<file path="config.mk">
export PLATFORM = sky130hd
export DESIGN_NAME = serial_subtractor
export DESIGN_NICKNAME = d
export VERILOG_FILES = /design/src/rtl/serial_subtractor.sv
export SDC_FILE = /design/constraint.sdc
export NUM_CORES = 1
export LEC_CHECK = 0
export CAP_MARGIN = 20
export CORE_MARGIN = 3
export CORE_UTILIZATION = 47
export DETAILED_ROUTE_END_ITERATION = 8
export GPL_TIMING_DRIVEN = 0
export PLACE_DENSITY = 0.76
export SLEW_MARGIN = 30
export SYNTH_ARGS = -nofsm -noshare
export SYNTH_HDL_FRONTEND = slang
export SYNTH_SLANG_ARGS = --single-unit
</file>
<file path="constraint.sdc">
create_clock -name clk -period 1.3 [get_ports clk]
set_clock_uncertainty 0.05 [all_clocks]
set_input_delay 0.13 -clock clk [delete_from_list [all_inputs] [get_ports clk]]
set_output_delay 0.13 -clock clk [all_outputs]
set_load 0.005 [all_outputs]
</file>
<file path="src/rtl/serial_subtractor.sv">
// serial_subtractor
//   Bit-serial subtractor. It computes a - b - bin over WIDTH clock cycles,
//   LSB first, using one full-subtractor cell and a registered borrow.
//
// Ports
//   clk      in   rising-edge clock
//   rst      in   synchronous active-high reset (aborts any operation)
//   start    in   request a new subtraction; honoured only while idle
//   a, b     in   minuend / subtrahend, sampled on the accepted start edge
//   bin      in   borrow-in, sampled on the accepted start edge
//   busy     out  high while an operation is shifting or completing
//   done     out  one-cycle pulse; diff/bout are valid from this cycle on
//   diff     out  last completed difference (held)
//   bout     out  last completed borrow-out (held)
//   d_bit    out  difference bit produced in the previous shift cycle
//   d_valid  out  qualifies d_bit
module serial_subtractor #(
  parameter int WIDTH = 8
) (
  input  logic             clk,
  input  logic             rst,
  input  logic             start,
  input  logic [WIDTH-1:0] a,
  input  logic [WIDTH-1:0] b,
  input  logic             bin,
  output logic             busy,
  output logic             done,
  output logic [WIDTH-1:0] diff,
  output logic             bout,
  output logic             d_bit,
  output logic             d_valid
);

  localparam int CW = $clog2(WIDTH + 1);
  localparam logic [CW-1:0] LAST = CW'(WIDTH - 1);

  typedef enum logic [1:0] {IDLE, SHIFT, DONE} state_t;

  state_t           state_q;
  logic [WIDTH-1:0] sa_q, sb_q, res_q, diff_q;
  logic             brw_q, bout_q, busy_q, done_q, dbit_q, dvld_q;
  logic [CW-1:0]    cnt_q;

  logic             dif_d, brw_d;
  logic [WIDTH-1:0] res_d;

  // Full-subtractor cell on the current LSBs; the new difference bit is
  // pushed in at the MSB so that after WIDTH shifts bit 0 sits at bit 0.
  always_comb begin
    dif_d = sa_q[0] ^ sb_q[0] ^ brw_q;
    brw_d = (~sa_q[0] & sb_q[0]) | (~(sa_q[0] ^ sb_q[0]) & brw_q);
    res_d = res_q >> 1;
    res_d[WIDTH-1] = dif_d;
  end

  always_ff @(posedge clk) begin
    if (rst) begin
      state_q <= IDLE;
      sa_q    <= '0;
      sb_q    <= '0;
      res_q   <= '0;
      diff_q  <= '0;
      brw_q   <= 1'b0;
      bout_q  <= 1'b0;
      busy_q  <= 1'b0;
      done_q  <= 1'b0;
      dbit_q  <= 1'b0;
      dvld_q  <= 1'b0;
      cnt_q   <= '0;
    end else begin
      case (state_q)
        IDLE: begin
          done_q <= 1'b0;
          dvld_q <= 1'b0;
          if (start) begin
            // The result shift register is deliberately left as is; every
            // bit of it is overwritten during the WIDTH shift cycles.
            sa_q    <= a;
            sb_q    <= b;
            brw_q   <= bin;
            cnt_q   <= '0;
            busy_q  <= 1'b1;
            state_q <= SHIFT;
          end
        end
        SHIFT: begin
          sa_q   <= sa_q >> 1;
          sb_q   <= sb_q >> 1;
          brw_q  <= brw_d;
          res_q  <= res_d;
          cnt_q  <= cnt_q + CW'(1);
          dbit_q <= dif_d;
          dvld_q <= 1'b1;
          if (cnt_q == LAST) begin
            // Publish the full result including the bit produced this cycle.
            diff_q  <= res_d;
            bout_q  <= brw_d;
            done_q  <= 1'b1;
            state_q <= DONE;
          end
        end
        DONE: begin
          done_q  <= 1'b0;
          dvld_q  <= 1'b0;
          busy_q  <= 1'b0;
          state_q <= IDLE;
        end
        default: begin
          state_q <= IDLE;
          busy_q  <= 1'b0;
          done_q  <= 1'b0;
          dvld_q  <= 1'b0;
        end
      endcase
    end
  end

  assign busy    = busy_q;
  assign done    = done_q;
  assign diff    = diff_q;
  assign bout    = bout_q;
  assign d_bit   = dbit_q;
  assign d_valid = dvld_q;

endmodule

</file>
# Word-level counts from Yosys, hierarchy flattened
# Index checks and enable logic that the tools add are counted.
# W data, S select, Z words.
# classes
addsub	1
n_eq_ne	4
mux	14
bitwise	8
reduce_logical	7
# op_table
operator	n
$pmux W8 S2	2
$mux W8	2
$pmux W4 S2	1
$reduce_and A2 Y1	4
$add A4 B1 Y4 const B	1
$eq A4 B3 Y1 const B	1
$mux W2	2
$mux W4	1
$ne A2 B2 Y1 const B	2
$pmux W1 S2	2
$pmux W2 S2	1
$mux W1	3
$not A1 Y1	3
$and A1 B1 Y1	2
$eq A2 B1 Y1 const B	1
$logic_not A2 Y1	1
$reduce_bool A2 Y1	1
$reduce_or A2 Y1	1
$xor A1 B1 Y1	2
$or A1 B1 Y1	1
# word_totals
ff_bits	44
in_bits	20
out_inout_bits	13
word_cells	46

# Depth between registers and ports, before layout
# depth
ltp_word	5
depth_mapped	5
depth_no_buf	4

# Worst setup path before layout
# Ideal clock, no wire load.
# synth_timing
kind	reg-to-reg
startpoint	register sb_q[0]
endpoint	register brw_q
setup_time_ns	0.070
arrival_time_ns	1.138
t_required_ns	1.180
path_slack_ns	0.043
path_stages_with_launch	5
n_path_buf	0
synth_period_minus_slack_ns	1.257
path_cell_list	dfxtp_1 -> inv_1 -> fa_1 -> a221o_1 -> a21oi_1
# synth_via
elab_chain_len	5
word_cells_on_any_way	6
classes_between	mux: 1; bitwise: 5
# synth_lines
element	line	source
from (decl)	40	logic [WIDTH-1:0] sa_q, sb_q, res_q, diff_q;
from (signal assigned)	88	sb_q <= sb_q >> 1;
$xor A1 B1 Y1	51	brw_d = (~sa_q[0] & sb_q[0]) | (~(sa_q[0] ^ sb_q[0]) & brw_q);
$not A1 Y1	51	
$and A1 B1 Y1	51	
$or A1 B1 Y1 *	51	
$pmux W1 S2 *	71	case (state_q)
to (signal assigned)	80	brw_q <= bin;
to (signal assigned)	89	brw_q <= brw_d;
to (decl)	41	logic brw_q, bout_q, busy_q, done_q, dbit_q, dvld_q;
# Every way passes the cells marked *; elsewhere a longest branch is shown, timed or not.
# A chain may end at the register's enable or synchronous reset.

# Final worst setup path
# layout_timing
startpoint	register cnt_q[0]
endpoint	register diff_q[4] (netlist: diff[4])
# layout_via
elab_chain_len	2
# layout_lines
element	line	source
from (decl)	42	logic [CW-1:0] cnt_q;
from (signal assigned)	91	cnt_q <= cnt_q + CW'(1);
$eq A4 B3 Y1	94	if (cnt_q == LAST) begin
$reduce_and A2 Y1 (no source line)	--	
to (signal assigned)	96	diff_q <= res_d;
to (decl)	40	
# Every way passes these cells.

==> flow_summary.toml <==
[floorplanning]
die_y_um = 69.7
io-pin-count = 33
start_util = 0.505
fp.coreArea_um2 = 3770
die_w_um = 69.7
die_area_um2 = 4850
rows = 22

[global_routing]
grt_pass1_vias = 1626
grt_util_all_layers = 0.202
grt_pass1_wl_mm = 7.93
grt_max_degree = 15
grt-ovfl-total = 0
grt_antenna_before_repair = 0

[placed_design]
dp_hpwl_mm = 3.19
io_buffer_count = 31
dp_cells = 309
placed_area_um2 = 2280
gp_congestion = 0.815

[critical_path]
setup.worst_path.class = "reg2reg"
slowest_delay_ns = 0.37
critPathLaunchType = "flop"
required_ns = 1.46
cp_slowest_cell = "dfxtp_4"
critical_path.max_fanout = 5
cp.arrival_ns = 1.50
cp-end-kind = "flop"
path_delay_family = "flip-flops"
cp_num_buf_inv = 1
cp_cell_sequence = "ha_4 > and3b_2 > buf_6 > nand3_1 > a21oi_1"

[sta]
setup_ws_ns = -0.0363
drv_slew = 0
setup_viol = 1
fmax_mhz = 748
slew-limit-headroom = 0.590
min_period_ns = 1.34
finalCritPeriodShare = 1.03
hold_violations = 0
rsz0062_at_grt = "true"
worstMarginPinSlew_ns = 0.615

[drt]
antenna_left = 0
vias_per_cell = 5.62
drt_wl_total_mm = 4.88
drc = 0
drt_iter0_markers = 143
vias = 1814
drt-pass1-iter-count = 5
routedWlPerCell_um = 15.1

[pwr]
peakVddDrop_uv = 847
switching_share = 0.237
p_int_mw = 2.32
pwr-share-seq = 0.459
pwr-share-comb = 0.135
clkPwrFrac = 0.406
total_leakage_power_nw = 1.03
powerDensity_nw_per_um2 = 1160
p_switching_uw = 722

[clock_network]
clkLatencyLatePin_ns = 0.30
cts_sinks = 42
path_clk_slew_ns = 0.08
max-clock-path-buffers = 2
cts_root_buf = "clkbuf_8"
cts_tree = "built"
cts_buffers = 5
htreeDepth = 2

[synthesis]
ys.flop_type = "dfxtp_1"
ys_ff_latch = 42
synth.area.top_cells = "dfxtp_1, a21oi_1, nor2_1"
mappedNetlistArea_um2 = 1910
synth-async-reset-ratio = 0
syn_nets = 252
yosysTopAreaCellShare = 0.441
avgSynthCellArea_um2 = 8.29
yosys.area.top_type = "dfxtp_1"
syn_inst = 230
synth-warning-count = 0
synth_cell_types = 34
synth_edf_count = 0
synth_sequential_area_ratio = 0.441

[layout]
antennaDiodeCount = 0
fillers = 295
nets = 296
design_area_um2 = 2620
fin_cells = 323
area.growth.synth_to_final_pct = 37.3
final_core_util = 0.694
drive_gt1_frac = 0.276

[min_path]
hold_class = "in2reg"

[run_status]
violations = "setup timing"
outcome = "complete, but fails checks"

[run]
cap_violations = 0
flip-flops by register name, indices dropped and copies added, names as in the netlist:
| name | count |
|---|---|
| diff | 8 |
| sa_q | 8 |
| sb_q | 8 |
| res_q | 7 |
| cnt_q | 4 |
| state_q | 2 |
| bout | 1 |
| brw_q | 1 |
| busy | 1 |
| d_valid | 1 |
| done | 1 |
timing repair:
item / in CTS / in global routing
gates resized for setup: 29 / 46
endpoints found under the hold margin: 0 / 0
pin swaps: 0 / 3
buffers inserted: 1 / 4
gates cloned: 0 / 1
hold buffers: 0 / 0
setup endpoints to repair: 36 / 24
cells by family (layout without fill, tap and decap cells):
kind of cell | Yosys count | in the layout | share of synthesized area
AO/OA/AOI/OAI | 78 | 78 | 0.284
adder cells (fa/ha/maj) | 2 | 2 | 0.0171
buffers and inverters | 31 | 76 | 0.0709
flip-flops | 42 | 42 | 0.441
AND/OR/NAND/NOR | 77 | 77 | 0.186
stage by stage:
step	worst slack [ns]	setup TNS [ns]	power [mW]	hold WS, ns
global route	-0.0841	-0.230	3.17	0.145
CTS	-0.00964	-0.00964	3.01	0.140
detailed placement	-0.341	-5.65	1.78	0.406
finish	-0.0363	-0.0363	3.04	0.134
floorplan	0.0427	0	1.64	0.264
global placement	-0.310	-5.03	1.77	0.396
Yosys cell counts, types with 2 or more instances:
library cell / instances
a2111oi_2: 4
a21oi_1: 40
buf_2: 12
clkbuf_1: 7
dfxtp_1: 42
inv_1: 11
nand2_1: 19
nand2b_1: 3
nand3_1: 10
nor2_1: 28
nor2b_1: 9
nor3_1: 2
o21ai_0: 2
o221a_1: 3
o221a_2: 6
o22ai_1: 7
o31ai_1: 8
final cells by class:
class / instances / area [um^2] / area share
repair buffers: 37 / 347 / 0.132
clock inverters: 3 / 68.8 / 0.0263
well taps: 48 / 60.1 / 0.0230
flip-flops and latches: 42 / 866 / 0.331
inverters: 11 / 45.0 / 0.0172
clock buffers: 5 / 68.8 / 0.0263
multi-input cells: 157 / 1040 / 0.396
plain buffers: 20 / 125 / 0.0478
per-layer routing:
metal	global-route usage	part of all wire	up-vias
li1	-	-	899
met3	0.0638	0.055	7
met2	0.308	0.47	60
met5	0	0	-
met1	0.273	0.46	848
met4	0.0574	0.013	0
worst paths after layout:
| path | start | to | slack [ns] | cells after the start |
|---|---|---|---|---|
| min | rst | state_q[0] | 0.13 | 2 |
| max reg2reg | cnt_q[0] | diff[4] | -0.04 | 5 |
| min reg2reg | diff[2] | diff[2] | 0.42 | 2 |
| max | cnt_q[0] | diff[4] | -0.04 | 5 |
power groups by stage:
stage | Combinational (mW) | Sequential [mW] | Clock [mW]
6_report | 0.411 | 1.40 | 1.24
5_1_grt | 0.453 | 1.40 | 1.32
4_1_cts | 0.362 | 1.39 | 1.25
3_5_place_dp | 0.356 | 1.42 | 0
3_3_place_gp | 0.352 | 1.42 | 0
2_1_floorplan | 0.230 | 1.41 | 0
cell usage in the layout, fill, tap and decap left out, types with 4 or more instances in the layout:
cell / n
nand3_1: 10
nand2_1: 18
dlygate4sd2_1: 12
clkdlybuf4s50_1: 18
a21oi_2: 4
inv_1: 8
clkbuf_8: 5
clkbuf_1: 5
buf_6: 4
o22ai_1: 7
a2111oi_2: 4
buf_2: 5
nor2_1: 28
o31ai_2: 6
dfxtp_1: 28
dfxtp_2: 11
buf_4: 8
o221a_2: 6
a21oi_1: 36
nor2b_1: 8
(Power assumes the default switching activity.)
